**config.mk**
```make
export PLATFORM = sky130hd
export DESIGN_NAME = mole_spawner
export DESIGN_NICKNAME = d
export VERILOG_FILES = /design/src/rtl/mole_spawner.sv
export SDC_FILE = /design/constraint.sdc
export NUM_CORES = 1
export LEC_CHECK = 0
export ABC_AREA = 0
export CORE_AREA = 2 2 72 74
export DETAILED_ROUTE_END_ITERATION = 6
export DIE_AREA = 0 0 74 76
export PLACE_DENSITY_LB_ADDON = 0.1
export SLEW_MARGIN = 10
export SYNTH_ARGS = -nofsm -noshare
export SYNTH_HDL_FRONTEND = slang
export SYNTH_SLANG_ARGS = --single-unit
```
**constraint.sdc**
```tcl
create_clock -name clk -period 6.6 [get_ports clk]
set_input_delay 1.65 -clock clk [delete_from_list [all_inputs] [get_ports clk]]
set_output_delay 1.65 -clock clk [all_outputs]
set_load 0.02 [all_outputs]
```
**src/rtl/mole_spawner.sv**
```systemverilog
// rtl/mole_spawner.sv - whack-a-mole spawner: random hole and gap selection, up-window timing, hit/miss tallies
module mole_spawner #(
  parameter int N_HOLES  = 8,
  parameter int GAP_BASE = 4,
  parameter int UP_TICKS = 6
) (
  input  logic               clk,
  input  logic               rst,
  input  logic               tick,
  input  logic               enable,
  input  logic [7:0]         rnd,
  input  logic [N_HOLES-1:0] hit,
  output logic [N_HOLES-1:0] mole,
  output logic [7:0]         score,
  output logic [7:0]         misses,
  output logic               hit_pulse,
  output logic               miss_pulse
);

  localparam int HB = $clog2(N_HOLES);

  typedef enum logic [1:0] {S_IDLE, S_WAIT, S_UP} state_t;

  state_t             state, state_d;
  logic [7:0]         cnt, cnt_d;
  logic [HB-1:0]      last_hole, last_hole_d;
  logic [N_HOLES-1:0] mole_d;
  logic [7:0]         score_d, misses_d;
  logic               hit_pulse_d, miss_pulse_d;

  logic [7:0]         gap_load;
  logic [HB-1:0]      rnd_idx, spawn_idx;
  logic               lit_hit, up_timeout, wait_done;
  logic               unused_rnd;

  assign gap_load   = 8'(GAP_BASE) + {5'd0, rnd[7:5]};
  assign rnd_idx    = rnd[HB-1:0];
  // Never light the same hole twice in a row.
  assign spawn_idx  = (rnd_idx == last_hole) ? rnd_idx + HB'(1) : rnd_idx;
  assign lit_hit    = hit[last_hole];
  assign up_timeout = tick && (cnt == 8'd1);
  assign wait_done  = tick && (cnt == 8'd1);
  assign unused_rnd = ^rnd[4:HB];

  always_ff @(posedge clk or posedge rst) begin
    if (rst) begin
      state      <= S_IDLE;
      cnt        <= 8'd0;
      last_hole  <= '0;
      mole       <= '0;
      score      <= 8'd0;
      misses     <= 8'd0;
      hit_pulse  <= 1'b0;
      miss_pulse <= 1'b0;
    end else begin
      state      <= state_d;
      cnt        <= cnt_d;
      last_hole  <= last_hole_d;
      mole       <= mole_d;
      score      <= score_d;
      misses     <= misses_d;
      hit_pulse  <= hit_pulse_d;
      miss_pulse <= miss_pulse_d;
    end
  end

  always_comb begin
    state_d = state;
    if (!enable) begin
      state_d = S_IDLE;
    end else begin
      case (state)
        S_IDLE:  state_d = S_WAIT;
        S_WAIT:  if (wait_done) state_d = S_UP;
        S_UP:    if (lit_hit || up_timeout) state_d = S_WAIT;
        default: state_d = S_IDLE;
      endcase
    end
  end

  always_comb begin
    cnt_d        = cnt;
    last_hole_d  = last_hole;
    mole_d       = mole;
    score_d      = score;
    misses_d     = misses;
    hit_pulse_d  = 1'b0;
    miss_pulse_d = 1'b0;
    if (!enable) begin
      mole_d = '0;
    end else begin
      case (state)
        S_IDLE: begin
          mole_d   = '0;
          score_d  = 8'd0;
          misses_d = 8'd0;
          cnt_d    = gap_load;
        end
        S_WAIT: begin
          mole_d = '0;
          if (wait_done) begin
            mole_d[spawn_idx] = 1'b1;
            last_hole_d       = spawn_idx;
            cnt_d             = 8'(UP_TICKS);
          end else if (tick) begin
            cnt_d = cnt - 8'd1;
          end
        end
        S_UP: begin
          // A whack on the final tick beats the timeout.
          if (lit_hit) begin
            score_d     = (score == 8'hFF) ? score : score + 8'd1;
            hit_pulse_d = 1'b1;
            mole_d      = '0;
            cnt_d       = gap_load;
          end else if (up_timeout) begin
            misses_d     = (misses == 8'hFF) ? misses : misses + 8'd1;
            miss_pulse_d = 1'b1;
            mole_d       = '0;
            cnt_d        = gap_load;
          end else if (tick) begin
            cnt_d = cnt - 8'd1;
          end
        end
        default: mole_d = '0;
      endcase
    end
  end

endmodule

```
Word level (Yosys, flattened, before mapping)
Cells that the tools add are included.

cells by class
  $add $sub $neg = 5
  multipliers = 0
  divide/modulo/power cells = 0
  order comparisons = 3
  equality and inequality tests = 14
  shifts and indexed selects = 0
  muxes and demuxes = 33
  bitwise logic cells = 0
  reduce and logical (&&, ||, !) cells = 11

operators by type and width
  cell                 number
  $mux 8               13
  $pmux 8 s2           3
  $pmux 8 s3           1
  $add 8x1->8 const B  2
  $eq 8x8->1 const B   2
  $ne 2x2->1 const B   5
  $mux 1               9
  $eq 8x1->1 const B   1
  $lt 3x4->1 const B   2
  $sub 8x1->8 const B  1
  $mux 2               3
  $ne 3x3->1 const B   2
  $pmux 2 s3           1
  $reduce_and 5->1     1
  $add 3x3->4 const A  1
  $ne 4x4->1 const B   1
  $reduce_and 2->1     2
  $reduce_and 4->1     1
  $add 3x1->3 const B  1
  $bmux 1 s3           1
  $demux 1 s3          1
  $eq 3x3->1           1
  $ge 3x1->1 const B   1
  $mux 3               1
  8 further kinds      9

word-level totals
  flip-flop bits (word level) = 39
  latch bits = 0
  RAM bits = 0
  ROM bits = 0
  input bits = 20
  output and inout bits = 26
  word-level logic and storage cells = 74
  memories = 0

Logic depth before layout (Yosys ltp)
Gate-level depths: netlist (run 1).

  word-level depth = 9
  depth in mapped cells = 9
  depth with buffers taken out = 7

Worst setup path after synthesis (run 1)
OpenSTA, ideal clock, no wires.

  path kind = input port to flip-flop
  from = input hit[6]
  to = register misses[3]
  library setup time = 0.078 ns
  data arrival time = 3.346 ns
  data required time = 6.522 ns
  slack = 3.176 ns
  cell stages on the path = 6
  path buffers = 1
  path through = mux4_2 mux2_2 a211o_1 buf_6 or3_1 a21oi_1

between the ends
  cells in the longest elaborated chain, start to end = 4

ends and longest elaborated chain
  element                       RTL line  RTL
  start, declared               12        input logic [N_HOLES-1:0] hit,
  $bmux 1 s3                    40        assign lit_hit = hit[last_hole];
  $mux 1 (implied by the code)  40
  $ne 2x2->1 (no line)          n/a
  $reduce_and 5->1 (no line)    n/a
  end signal, assigned          61        misses <= misses_d;
  end, declared                 15        output logic [7:0] misses,

No other way between the ends. The select of a mux whose other input is x is not followed.
A chain may end at the register's enable or synchronous reset.

Worst setup path in the final report (run 1)
  from = input hit[6]
  to = register cnt[0]

between the ends
  cells in the longest elaborated chain, start to end = 4

ends and longest elaborated chain
  element                       RTL line  RTL
  $bmux 1 s3                    40
  $mux 1 (implied by the code)  40
  $mux 8                        111       if (lit_hit) begin
  $pmux 8 s3                    92        case (state)
  end signal, assigned          57        cnt <= cnt_d;
  end, declared                 25        logic [7:0] cnt, cnt_d;

No other way between the ends. The select of a mux whose other input is x is not followed.

==> summary.md, run 1 <==
The routed length on met2 is 2.50 mm, and the top-level port count is 46. The slowest stage of the critical path is the sky130_fd_sc_hd__mux2i_1 cell. Dividing total power by cell area gives a power density of 226 nW/µm². Static timing analysis puts the maximum clock frequency at 252 MHz. The die outline height was 76 µm. The library cell with the highest instance count after synthesis is sky130_fd_sc_hd__dfrtp_1.

Each instance of the synthesized netlist takes up on average 9.39 µm². The time the worst path needs with I/O delays and setup came out at 3960 ps. For flop-to-flop paths, the worst setup slack is 3840 ps.

The number of flops mapped to enable cells by yosys is 0, and the core region area is 4910 µm². In the routed layout, each cell is associated on average with a via count of 5.71. After routing, the total negative slack on setup checks comes to 0 ps.

The period utilization is 60.0%. The tools report the max-capacitance violation count as 0. Routability-driven placement finished with a final weighted congestion of 0.783. The worst reg2reg path depth was 5.

In this run the critical register-to-register path is launched from last_hole[1]. The tools report the post-layout instance area as 2900 µm². The area after detailed placement is 2810 µm².

The number of setup buffers added after CTS is 0. The detailed-route DRC error count came out at 0. The tools report the detailed placer's ending HPWL as 3.71 mm. The aggregate routed wire length came out at 5.23 mm. After Yosys synthesis, full adders, half adders and majority gates account for 4.82% of the synthesized area. The worst hold path belongs to the class reg2reg.

The repair_antennas step left the layout with diodes totalling 0. Across all layers, the routed design uses 2,063 vias. In this run the static leakage power is 1.19 nW.

The number of warnings reported in the yosys synthesis log is 0. The tools report the count of antenna-violating nets left after detailed routing as 0. For the number of violations reported at the end of detailed-routing iteration 0, the log shows 94.

The cell family contributing the most delay on the critical path is multiplexers. Across all hold checks on the routed design, the worst slack comes to 492 ps. Of the total synthesized cell area, the portion taken by AND, OR, NAND and NOR gates is 18.1%. The final layout contains 319 nets. The flop and latch count out of synthesis works out to 39. For this run, asynchronously set or reset flops after synthesis account for 100%. STA classifies the critical path endpoint as a flip-flop. The flow ran to the end, and the final reports show no timing, DRC or antenna violations. During placement, the flow inserted port buffers numbering 43. In the synthesized netlist the dominant register cell turns out to be sky130_fd_sc_hd__dfrtp_1. The max-slew violation count is 0, and the insertion delay of the later-clocked pin in the worst-skew pair is 290 ps. The portion of total power attributed to sequential cells was 44.8%.

Summed over all instances, the cell type with the most area after synthesis is sky130_fd_sc_hd__dfrtp_1. Traced cell by cell, the critical path runs through clkdlybuf4s50_1, mux4_2, mux2i_1, a31oi_1, o32ai_1, a22o_1. Sort of element at the start of the critical path: an input pin. For the final database, setup skew stands at 5.87 ps. The first global-routing pass estimated 9.04 mm of wire. Total of endpoints with negative setup slack in the final report: 0. Dividing the detail-routed wire length by the instance count gives 14.5 µm.

The relative contribution of combinational cells to total power came out at 30.8%. In this run the worst setup path begins at hit[6]. From synthesis to final layout, the design area changed by 23.9%. In the synthesized netlist, the number of instances is 249. In this run the number of cells on the critical path is 6. By area, the combinational part of the netlist is dominated by compound AO/OA/AOI/OAI gates. In the post-synthesis netlist, the biggest area contributors are sky130_fd_sc_hd__dfrtp_1 42%, sky130_fd_sc_hd__ha_1 4.8%, sky130_fd_sc_hd__xnor2_1 3.4%, sky130_fd_sc_hd__o21ai_0 3.2%, sky130_fd_sc_hd__a21oi_1 2.8%.

Setup repair after global routing left no endpoint under its margin. At the end of the flow the core is filled with cells to 59.0%. The remaining global-route overflow was 0; the worst ir drop on vdd was 0.163 mV.

Before antenna repair, the detailed router went through 4 iterations. Number of clock sinks: 39. The largest fanout on the critical path was 12. Compound-gate portion of the synthesized area: 22.0%.

Type of the worst setup path: in2reg. The clock passes through at most 2 buffers. The run gives 6830 ps as the required time at the worst-slack endpoint. Internal power comes to 418 µW. The total buffers and inverters traversed by the critical path came out at 1. In this run, the clock network consumes 24.4% of the power.

The power spent charging and discharging nets was 237 µW. The net count of the mapped netlist is 278, and the actual transition at the worst max-transition pin is 936 ps. For this run, the register share of the synthesized area comes to 41.7%. Hold violation count in the final report: 0. Row generation in the floorplan step produced 26 rows. The total routed wire length on the met1 layer is 2.47 mm, and the arrival time reported for the critical path endpoint is 4190 ps. In this run, post-CTS repair resized a total of 0 instances.

The uppermost signal routing layer after detailed routing was met4. The length of routed met3 wiring is 208 µm. In the synthesized netlist, the cells that appear most often are 39 x sky130_fd_sc_hd__dfrtp_1, 16 x sky130_fd_sc_hd__inv_1, 15 x sky130_fd_sc_hd__o21ai_0, 14 x sky130_fd_sc_hd__nand2_1. The termination of the worst setup path was cnt[0]. The total track usage was 20.2%; the area of the die was 5620 µm². The post-route netlist has 5.50% of its cells at a drive strength greater than 1. For the number of global-route vias before repair, the log shows 1,942. TritonCTS built the clock tree.

Summed over its instances, the top area cell type makes up 41.7% of the synthesized netlist area. In this run, post-CTS hold repair placed 0 buffers. Area share of xor/xnor cells in the synthesized design: 3.37%. The run gives 40 as the largest net degree at the start of global routing. The cell area after synthesis was 2340 µm². The tree is rooted in a sky130_fd_sc_hd__clkbuf_8. Switching part of the total power: 36.2%. The width of the die works out to 74 µm.

The tools report the clock buffer count from CTS as 5. The clock transition at the registers of the reported paths came out at 80 ps. The fraction of synthesized area in multiplexers is 5.14%, and the number of antenna violations at the first check in global routing is 0.

For this configuration, the core starts out at a cell density of 47.6%. The max-slew headroom at the worst pin was 35.8%; the delay of the slowest cell on the worst path was 760 ps. The CTS H-tree depth came out at 2. Post-synthesis cell type count: 43. The tools report the critical register-to-register path endpoint as cnt[0].
## cell usage in the layout, fill, tap and decap left out, types with 5 or more instances in the layout
master / synthesis / routed
sky130_fd_sc_hd__and3_1: 8 / 8
sky130_fd_sc_hd__clkdlybuf4s50_1: 0 / 43
sky130_fd_sc_hd__o2bb2ai_1: 5 / 5
sky130_fd_sc_hd__nand3_1: 11 / 11
sky130_fd_sc_hd__xnor2_1: 9 / 9
sky130_fd_sc_hd__inv_1: 16 / 16
sky130_fd_sc_hd__clkbuf_8: 0 / 5
sky130_fd_sc_hd__o21ai_0: 15 / 15
sky130_fd_sc_hd__nor2_1: 13 / 13
sky130_fd_sc_hd__or3_1: 7 / 7
sky130_fd_sc_hd__nand4_1: 6 / 6
sky130_fd_sc_hd__ha_1: 9 / 9
sky130_fd_sc_hd__o21ai_1: 7 / 7
sky130_fd_sc_hd__dfrtp_1: 39 / 39
sky130_fd_sc_hd__a21oi_1: 13 / 13
sky130_fd_sc_hd__a31oi_1: 10 / 10
sky130_fd_sc_hd__nand2_1: 14 / 14
## worst min path at each step
stage	from	endpoint	slack, ps	depth (start not counted)
after CTS	mole[4]	mole[4]	500	1
final	mole[4]	mole[4]	490	1
after global routing	mole[6]	mole[6]	510	1
after floorplan	cnt[7]	cnt[7]	460	1
after detailed placement	mole[0]	mole[0]	480	1
after global placement	mole[4]	mole[4]	470	1
## per-layer routing
| layer | GRT usage (%) | vias to the layer above |
|---|---|---|
| li1 | - | 1015 |
| met1 | 28.1 | 997 |
| met2 | 31.8 | 45 |
| met3 | 4.50 | 6 |
| met4 | 5.27 | 0 |
| met5 | 0 | - |
## cells by family (layout without fill, tap and decap cells)
kind of cell	count (synthesis)	count (layout)
adders and majority gates	9	9
xor gates and xnor gates	9	9
AOI/OAI and AO/OA	78	78
buffers and inverters	26	68
and+or+nand+nor	79	79
DFF	39	39
muxes	9	9
## layout make-up
type                    count  area [µm²]
repair buffers             44         438
inverters                  16        60.1
multi-input cells         184        1250
fillers                   460        2020
well taps                  70        87.6
clock buffers               6        72.6
flip-flops and latches     39         976
clock inverters             2        12.5
## stage by stage
stage	std cells	power, mW	worst slack [ps]
after CTS	361	0.657	2690
after floorplan	249	0.451	3180
after global placement	353	0.493	2400
final	361	0.655	2640
after detailed placement	353	0.497	2400
after global routing	361	0.699	2520
## worst register-to-register path, cell delays in order, from the launching register on
cell,delay [ps]
sky130_fd_sc_hd__dfrtp_1,490
sky130_fd_sc_hd__mux4_2,560
sky130_fd_sc_hd__mux2i_1,760
sky130_fd_sc_hd__a31oi_1,390
sky130_fd_sc_hd__o32ai_1,340
sky130_fd_sc_hd__a22o_1,180
## sequential cells by signal, summed over array words and instances (netlist names)
register / count
cnt: 8
hit_pulse: 1
last_hole: 3
miss_pulse: 1
misses: 8
mole: 8
score: 8
state: 2
## power groups by stage
stage / Clock (mW) / Combinational, mW / Sequential (mW)
after floorplan: 0 / 0.163 / 0.288
after global placement: 0 / 0.195 / 0.297
after detailed placement: 0 / 0.199 / 0.298
after CTS: 0.163 / 0.200 / 0.294
after global routing: 0.177 / 0.223 / 0.298
final: 0.160 / 0.202 / 0.293
Power figures use the tool's default switching activity.
==> run 2: changes to the inputs <==
clock period = 3.7 ns   (was 6.6 ns; I/O delays follow)
==> run 2 against run 1 <==
  * Count of clock-buffer cells in the layout is the same
  * Sequential share of layout area shrank 0.71 points
  * Sequential cell count stayed put
  * Global-route usage is 0.47 points lower
  * First-iteration DRC count is 19% lower
  * Die area did not move
  * Core utilization rose by 1.3 points
  * Routed wire length down 0.53%
  * Power grew 92%
==> summary.md, run 2 (synthesis results as in run 1) <==
The logs give 443 (-3.7%) for the number of inserted filler cells in the final layout and 0 (unchanged) for the number of antenna violations at the first check in global routing. The final standard cell utilization of the core is 60.2% (+1.3 points), and the max-slew violation count is 0 (unchanged). The number of vias per cell after detailed routing was 5.58 (-2.3%). Aggregate routed wire length: 5.21 mm (-0.53%). By startpoint and endpoint, the worst setup path is classified as in2reg. The tools report the reported leakage power as 1.23 nW (+3.4%). Walking the worst path, the cells encountered are clkdlybuf4s50_1, mux4_2, mux2_2, a211o_1, or4_1, a21oi_1.

The count of antenna-violating nets left after detailed routing is 0 (unchanged). The portion of total power attributed to sequential cells was 41.5% (-3.3 points). The detailed-route DRC error count was 0 (unchanged); the time the worst path needs with I/O delays and setup was 3050 ps.

The die outline height is 76 µm (unchanged). The number of global-route vias before repair was 1,886 (-2.9%); the area of the die was 5620 µm² (unchanged). Remaining global-route overflow: 0 (unchanged).

The detailed placer's ending HPWL was 3.69 mm (-0.56%); the layout cell share with drive strength beyond 1 was 7.12% (+1.6 points). The logs give 29.2% (+4.8 points) for the part of the total power dissipated in the clock network and 76 (-19%) for the number of violations reported at the end of detailed-routing iteration 0. The delay of the slowest cell on the worst path is 520 ps (-240 ps), and the clock buffer count from CTS is 5 (unchanged). The cts-stage hold buffer count was 0 (unchanged). The logs give 842 µW (+100%) for the internal power and 328 MHz for the maximum clock frequency.

The arrival time reported for the critical path endpoint came out at 3260 ps (-930 ps). The final antenna diode count is 0 (unchanged). The cell with the biggest individual delay on the critical path was sky130_fd_sc_hd__or4_1. STA classifies the critical path startpoint as an input pin. The total of endpoints with negative setup slack in the final report was 0 (unchanged); the power spent charging and discharging nets was 418 µW (+76%). The tools report the relative contribution of combinational cells to total power as 29.3% (-1.5 points). The library cells used most frequently in the layout, excluding fill and tap cells, are 43 x sky130_fd_sc_hd__clkdlybuf4s50_1, 39 x sky130_fd_sc_hd__dfrtp_1, 16 x sky130_fd_sc_hd__inv_1, 15 x sky130_fd_sc_hd__o21ai_0, 14 x sky130_fd_sc_hd__nand2_1.

The logs give 3910 ps (-2920 ps) for the required time at the worst-slack endpoint and 26 (unchanged) for the cell row count. The final setup skew is 4.27 ps (-1.60 ps). The routed length per placed instance came out at 14.3 µm (-1.6%). The run gives 0 (unchanged) as the buffer count from post-CTS setup fixing. The maximum number of buffers from clock root to sink was 2 (unchanged). The flow ran to the end, and the final reports show no timing, DRC or antenna violations. The tools report the via total after detailed routing as 2,038 (-1.2%).

Setup repair after global routing left no endpoint under its margin. The post-cts repair resize count was 0 (unchanged); the worst hold slack was 491 ps (-0.547 ps). The total negative setup slack came out at 0 ps (unchanged).

The element type at the critical path end is a flip-flop. The run gives 40 (unchanged) as the largest net degree at the start of global routing. Initial core utilization: 47.6% (unchanged). The tightest min-delay check is of the reg2reg type.

The run gives 39 (unchanged) as the number of clock sinks. The run gives 46 (unchanged) as the top-level port count. Detailed-routing iteration count for the pre-antenna-repair pass: 4 (unchanged).

From synthesis to final layout, the design area changed by 26.5%. The worst ir drop on vdd is 0.272 mV (+67%). The tree is rooted in a sky130_fd_sc_hd__clkbuf_8. The tools report the CTS H-tree depth as 2 (unchanged).

For the total track usage, the log shows 19.8% (-0.47 points). The period utilization works out to 82.4%. The number of placed instances, taps included came out at 357 (+1.1%).

The clock transition at the registers of the reported paths is 80 ps (about the same), and the actual transition at the worst max-transition pin is 807 ps (-130 ps). The number of standard cells in the final layout excluding fillers came out at 365 (+1.1%). The last weighted congestion value of the routability-driven placer is 0.768 (-2.0%), and the width of the die is 74 µm (unchanged).

The power density over the cells is 426 nW/µm² (+88%), and the largest fanout on the critical path is 14 (+2). The insertion delay of the later-clocked pin in the worst-skew pair is 290 ps (about the same). Global-route wire length before repair: 8.83 mm (-2.4%).

The switching part of the total power was 33.2% (-3.0 points); the hold violation count in the final report was 0 (unchanged). The tools report the max-slew headroom at the worst pin as 46.1% (+10 points). TritonCTS built the clock tree.

The core region area was 4910 µm² (unchanged). The tools report the number of nets in the layout as 323 (+1.3%). The library cell used most frequently in the layout, excluding fill and tap cells, is sky130_fd_sc_hd__clkdlybuf4s50_1. The max-capacitance violation count was 0 (unchanged); the number of port buffers was 43 (unchanged).
==> run 2: cell count changes in the layout (fill, tap and decap cells not counted), sizes merged <==
| cell | previous run | this run |
|---|---|---|
| buf | 1 | 5 |
| bufinv | 0 | 1 |
| clkinvlp | 1 | 0 |
==> run 2: worst max-delay path: cells and delay by family <==
kind	cells	cell delay, ps
mux	2	810
compound gates	2	610
simple gates	1	520
buf+inv	1	390
==> run 2: worst paths after layout <==
| check | slack [ps] | cells after the start | endpoint | startpoint |
|---|---|---|---|---|
| max | 650 | 6 | misses[5] | hit[6] |
| min | 490 | 1 | mole[4] | mole[4] |
| max reg2reg | 1130 | 5 | misses[5] | last_hole[1] |
| min reg2reg | 490 | 1 | mole[4] | mole[4] |
| max in group asynchronous | 2290 | 3 | state[1] | rst |
| min in group asynchronous | 1070 | 3 | mole[4] | rst |
==> run 2: final cells by class <==
| cell class | count | area, µm² | share of cell area (%) |
|---|---|---|---|
| timing repair buffer | 48 | 468 | 15.8 |
| tap | 70 | 87.6 | 2.96 |
| sequential | 39 | 976 | 33.0 |
| clock inverter | 2 | 35.0 | 1.18 |
| clock buffer | 6 | 82.6 | 2.79 |
| inverter | 16 | 60.1 | 2.03 |
| multi-input combinational | 184 | 1250 | 42.2 |
==> run 2: power by group through the flow <==
stage          clock, mW  sequential [mW]  combinational, mW
6_report           0.367            0.523              0.369
3_5_place_dp           0            0.532              0.367
2_1_floorplan          0            0.513              0.292
3_3_place_gp           0            0.530              0.361
5_1_grt            0.395            0.533              0.416
4_1_cts            0.377            0.523              0.370
==> run 2: per-stage QoR <==
stage	instance area (µm²)	total power, mW	setup slack [ps]
6_report	2960	1.26	651
5_1_grt	2960	1.34	574
2_1_floorplan	2340	0.804	1000
3_3_place_gp	2840	0.891	366
4_1_cts	2960	1.27	660
3_5_place_dp	2840	0.899	354
==> run 2: metal layers <==
| layer | share of wire [%] | global-route usage [%] | vias to the layer above |
|---|---|---|---|
| met5 | 0 | 0 | - |
| met4 | 1.4 | 6.36 | 0 |
| met3 | 4.1 | 4.37 | 8 |
| met1 | 50 | 28.7 | 964 |
| li1 | - | - | 1020 |
| met2 | 45 | 29.1 | 46 |
==> run 3: changes to the inputs <==
CORE_AREA = 2 2 74 76   (was 2 2 72 74)
DIE_AREA = 0 0 76 78   (was 0 0 74 76)
clock period = 2.75 ns   (was 3.7 ns; I/O delays follow)
==> run 3 against run 2 <==
  * Register-to-register slack worse by 840 ps
  * Clock power is 36% higher
  * Hold slack worse by 3.9 ps
  * Sequential cell count stayed put
  * Core utilization is 0.55 points higher
  * Sequential share of layout area is 1.1 points lower
  * Final cell count is 3.8% higher
  * Sequential power is 35% higher
  * Clock skew is 2.5 ps higher
  * Combinational power is 46% higher
  * Non-clock buffer count is 14 higher
  * Via count is 1.5% higher
  * Critical endpoint unchanged
  * Largest cell class unchanged
  * Largest power group unchanged
==> summary.md, run 3 (synthesis results as in run 1) <==
The remaining global-route overflow came out at 0 (unchanged). The aggregate routed wire length came out at 5.33 mm (+2.3%). For the global-route wire length before repair, the log shows 9.60 mm (+8.7%). The insertion delay of the later-clocked pin in the worst-skew pair came out at 290 ps (about the same).

The count of antenna-violating nets left after detailed routing is 0 (unchanged), and the clock buffer count from CTS is 5 (unchanged). The clock transition at the registers of the reported paths works out to 80 ps (about the same). The tools report the number of global-route vias before repair as 2,026 (+7.4%). The run gives 46 (unchanged) as the top-level port count. The run gives 0.798 (+4.0%) as the last weighted congestion value of the routability-driven placer. The run gives 26 (unchanged) as the cell row count. The total of endpoints with negative setup slack in the final report was 0 (unchanged); the number of inserted filler cells in the final layout was 430 (-2.9%). The max-capacitance violation count is 0 (unchanged).

The tools report the via total after detailed routing as 2,069 (+1.5%). The overall power is 1.74 mW (+38%). The detailed placer's ending HPWL is 3.86 mm (+4.6%), and the number of antenna violations at the first check in global routing is 0 (unchanged).

The arrival time reported for the critical path endpoint came out at 2920 ps (-340 ps). The tools report the root cell of the clock tree as sky130_fd_sc_hd__clkbuf_8. The final setup skew is 6.73 ps (+2.45 ps). The logs give 0 (unchanged) for the max-slew violation count and 337 (+4.3%) for the number of nets in the layout. The logs give 46.4% (-1.2 points) for the initial core utilization and 19.6% (-0.18 points) for the total track usage.

The total negative setup slack is 0 ps (unchanged). The logs give 113 (+49%) for the number of violations reported at the end of detailed-routing iteration 0 and 0 (unchanged) for the post-cts repair resize count. The tools report the core region area as 5040 µm² (+2.6%). The library cell used most frequently in the layout, excluding fill and tap cells, is sky130_fd_sc_hd__clkdlybuf4s50_1. The layout cell share with drive strength beyond 1 was 11.7% (+4.5 points). Type of the worst setup path: in2reg.

The largest fanout on the critical path works out to 10 (-4). Setup repair after global routing left no endpoint under its margin. Worst ir drop on vdd: 0.310 mV (+14%). The CTS H-tree depth came out at 2 (unchanged). The actual transition at the worst max-transition pin is 577 ps (-230 ps). Maximum number of buffers from clock root to sink: 2 (unchanged). The area of the die is 5930 µm² (+5.4%), and the power density over the cells is 569 nW/µm² (+34%). The tools report the buffer count from post-CTS setup fixing as 0 (unchanged).

The width of the die works out to 76 µm (+2.7%). The reported leakage power was 1.30 nW (+5.5%); the final antenna diode count was 0 (unchanged). The time the worst path needs with I/O delays and setup came out at 2700 ps. The period utilization is 98.3%.

The number of port buffers is 43 (unchanged), and the relative area change from synthesis to final layout is 31.1%. The logs give 0 (unchanged) for the hold violation count in the final report and 1250 µm² (+0.10%) for the area used by multi-input combinational logic. TritonCTS built the clock tree. The detailed-route DRC error count is 0 (unchanged). The cts-stage hold buffer count was 0 (unchanged). The library cells used most frequently in the layout, excluding fill and tap cells, are 43 x sky130_fd_sc_hd__clkdlybuf4s50_1, 39 x sky130_fd_sc_hd__dfrtp_1, 19 x sky130_fd_sc_hd__buf_4, 16 x sky130_fd_sc_hd__inv_1, 15 x sky130_fd_sc_hd__o21ai_0. The storage element area was 976 µm² (unchanged).

The number of vias per cell after detailed routing is 5.46 (-2.2%). The worst setup path is captured at a flip-flop. The tools report the final setup slack of the worst path as 48.0 ps (-603 ps). The detailed-routing iteration count for the pre-antenna-repair pass came out at 4 (unchanged). STA classifies the critical path startpoint as an input pin.

The tools report the required time at the worst-slack endpoint as 2970 ps (-940 ps). The largest net degree at the start of global routing is 40 (unchanged). The die outline height came out at 78 µm (+2.6%). Max-slew headroom at the worst pin: 61.5% (+15 points).

Maximum clock frequency: 370 MHz. The setup slack at placement came out at -283 ps (-637 ps). The run finished with clean final reports.

The routed length per placed instance was 14.1 µm (-1.4%). The number of clock sinks was 39 (unchanged). The path class of the lowest-slack min-delay path is reg2reg.
-- run 3: report_power, final --
part           leakage (nW)  total, mW  switching, mW  internal (mW)
clock network        0.0612      0.498          0.205          0.294
registers             0.530      0.705         0.0752          0.630
logic                 0.706      0.540          0.299          0.241
-- run 3: final timing paths --
kind | depth (start not counted) | to | slack, ps | from
min | 1 | mole[0] | 490 | mole[0]
max reg2reg | 5 | misses[5] | 290 | last_hole[1]
min in group asynchronous | 3 | mole[0] | 820 | rst
max in group asynchronous | 3 | state[1] | 1580 | rst
max | 6 | misses[5] | 50 | hit[4]
min reg2reg | 1 | mole[0] | 490 | mole[0]
-- run 3: metrics by stage --
stage,instances,cell area [µm²],utilization (%),hold WS (ps)
floorplan,249,2340,-,464
global placement,371,2950,58.4,473
detailed placement,371,2950,58.4,472
CTS,379,3060,60.8,496
global route,379,3070,60.8,516
finish,379,3070,60.8,487
-- run 3: critical path, stage by stage --
cell and delay, ps:
sky130_fd_sc_hd__clkdlybuf4s50_1 400, sky130_fd_sc_hd__mux4_2 460, sky130_fd_sc_hd__mux2_2 310, sky130_fd_sc_hd__a211o_2 420, sky130_fd_sc_hd__or4_1 490, sky130_fd_sc_hd__a21oi_1 150
-- run 3: layout make-up --
| cell class | count | share of cell area, % |
|---|---|---|
| clock buffers | 6 | 2.69 |
| clock inverters | 2 | 1.14 |
| inverters | 16 | 1.96 |
| multi-input cells | 184 | 40.8 |
| flip-flops and latches | 39 | 31.8 |
| well taps | 70 | 2.86 |
| repair buffers | 62 | 18.7 |
-- run 3: per-layer routing --
layer,global-route usage (%),wire length [µm],vias to the layer above
met5,0,0,-
met4,4.36,32,0
met3,3.84,170,4
met2,32.0,2490,37
met1,27.2,2630,976
li1,-,-,1052
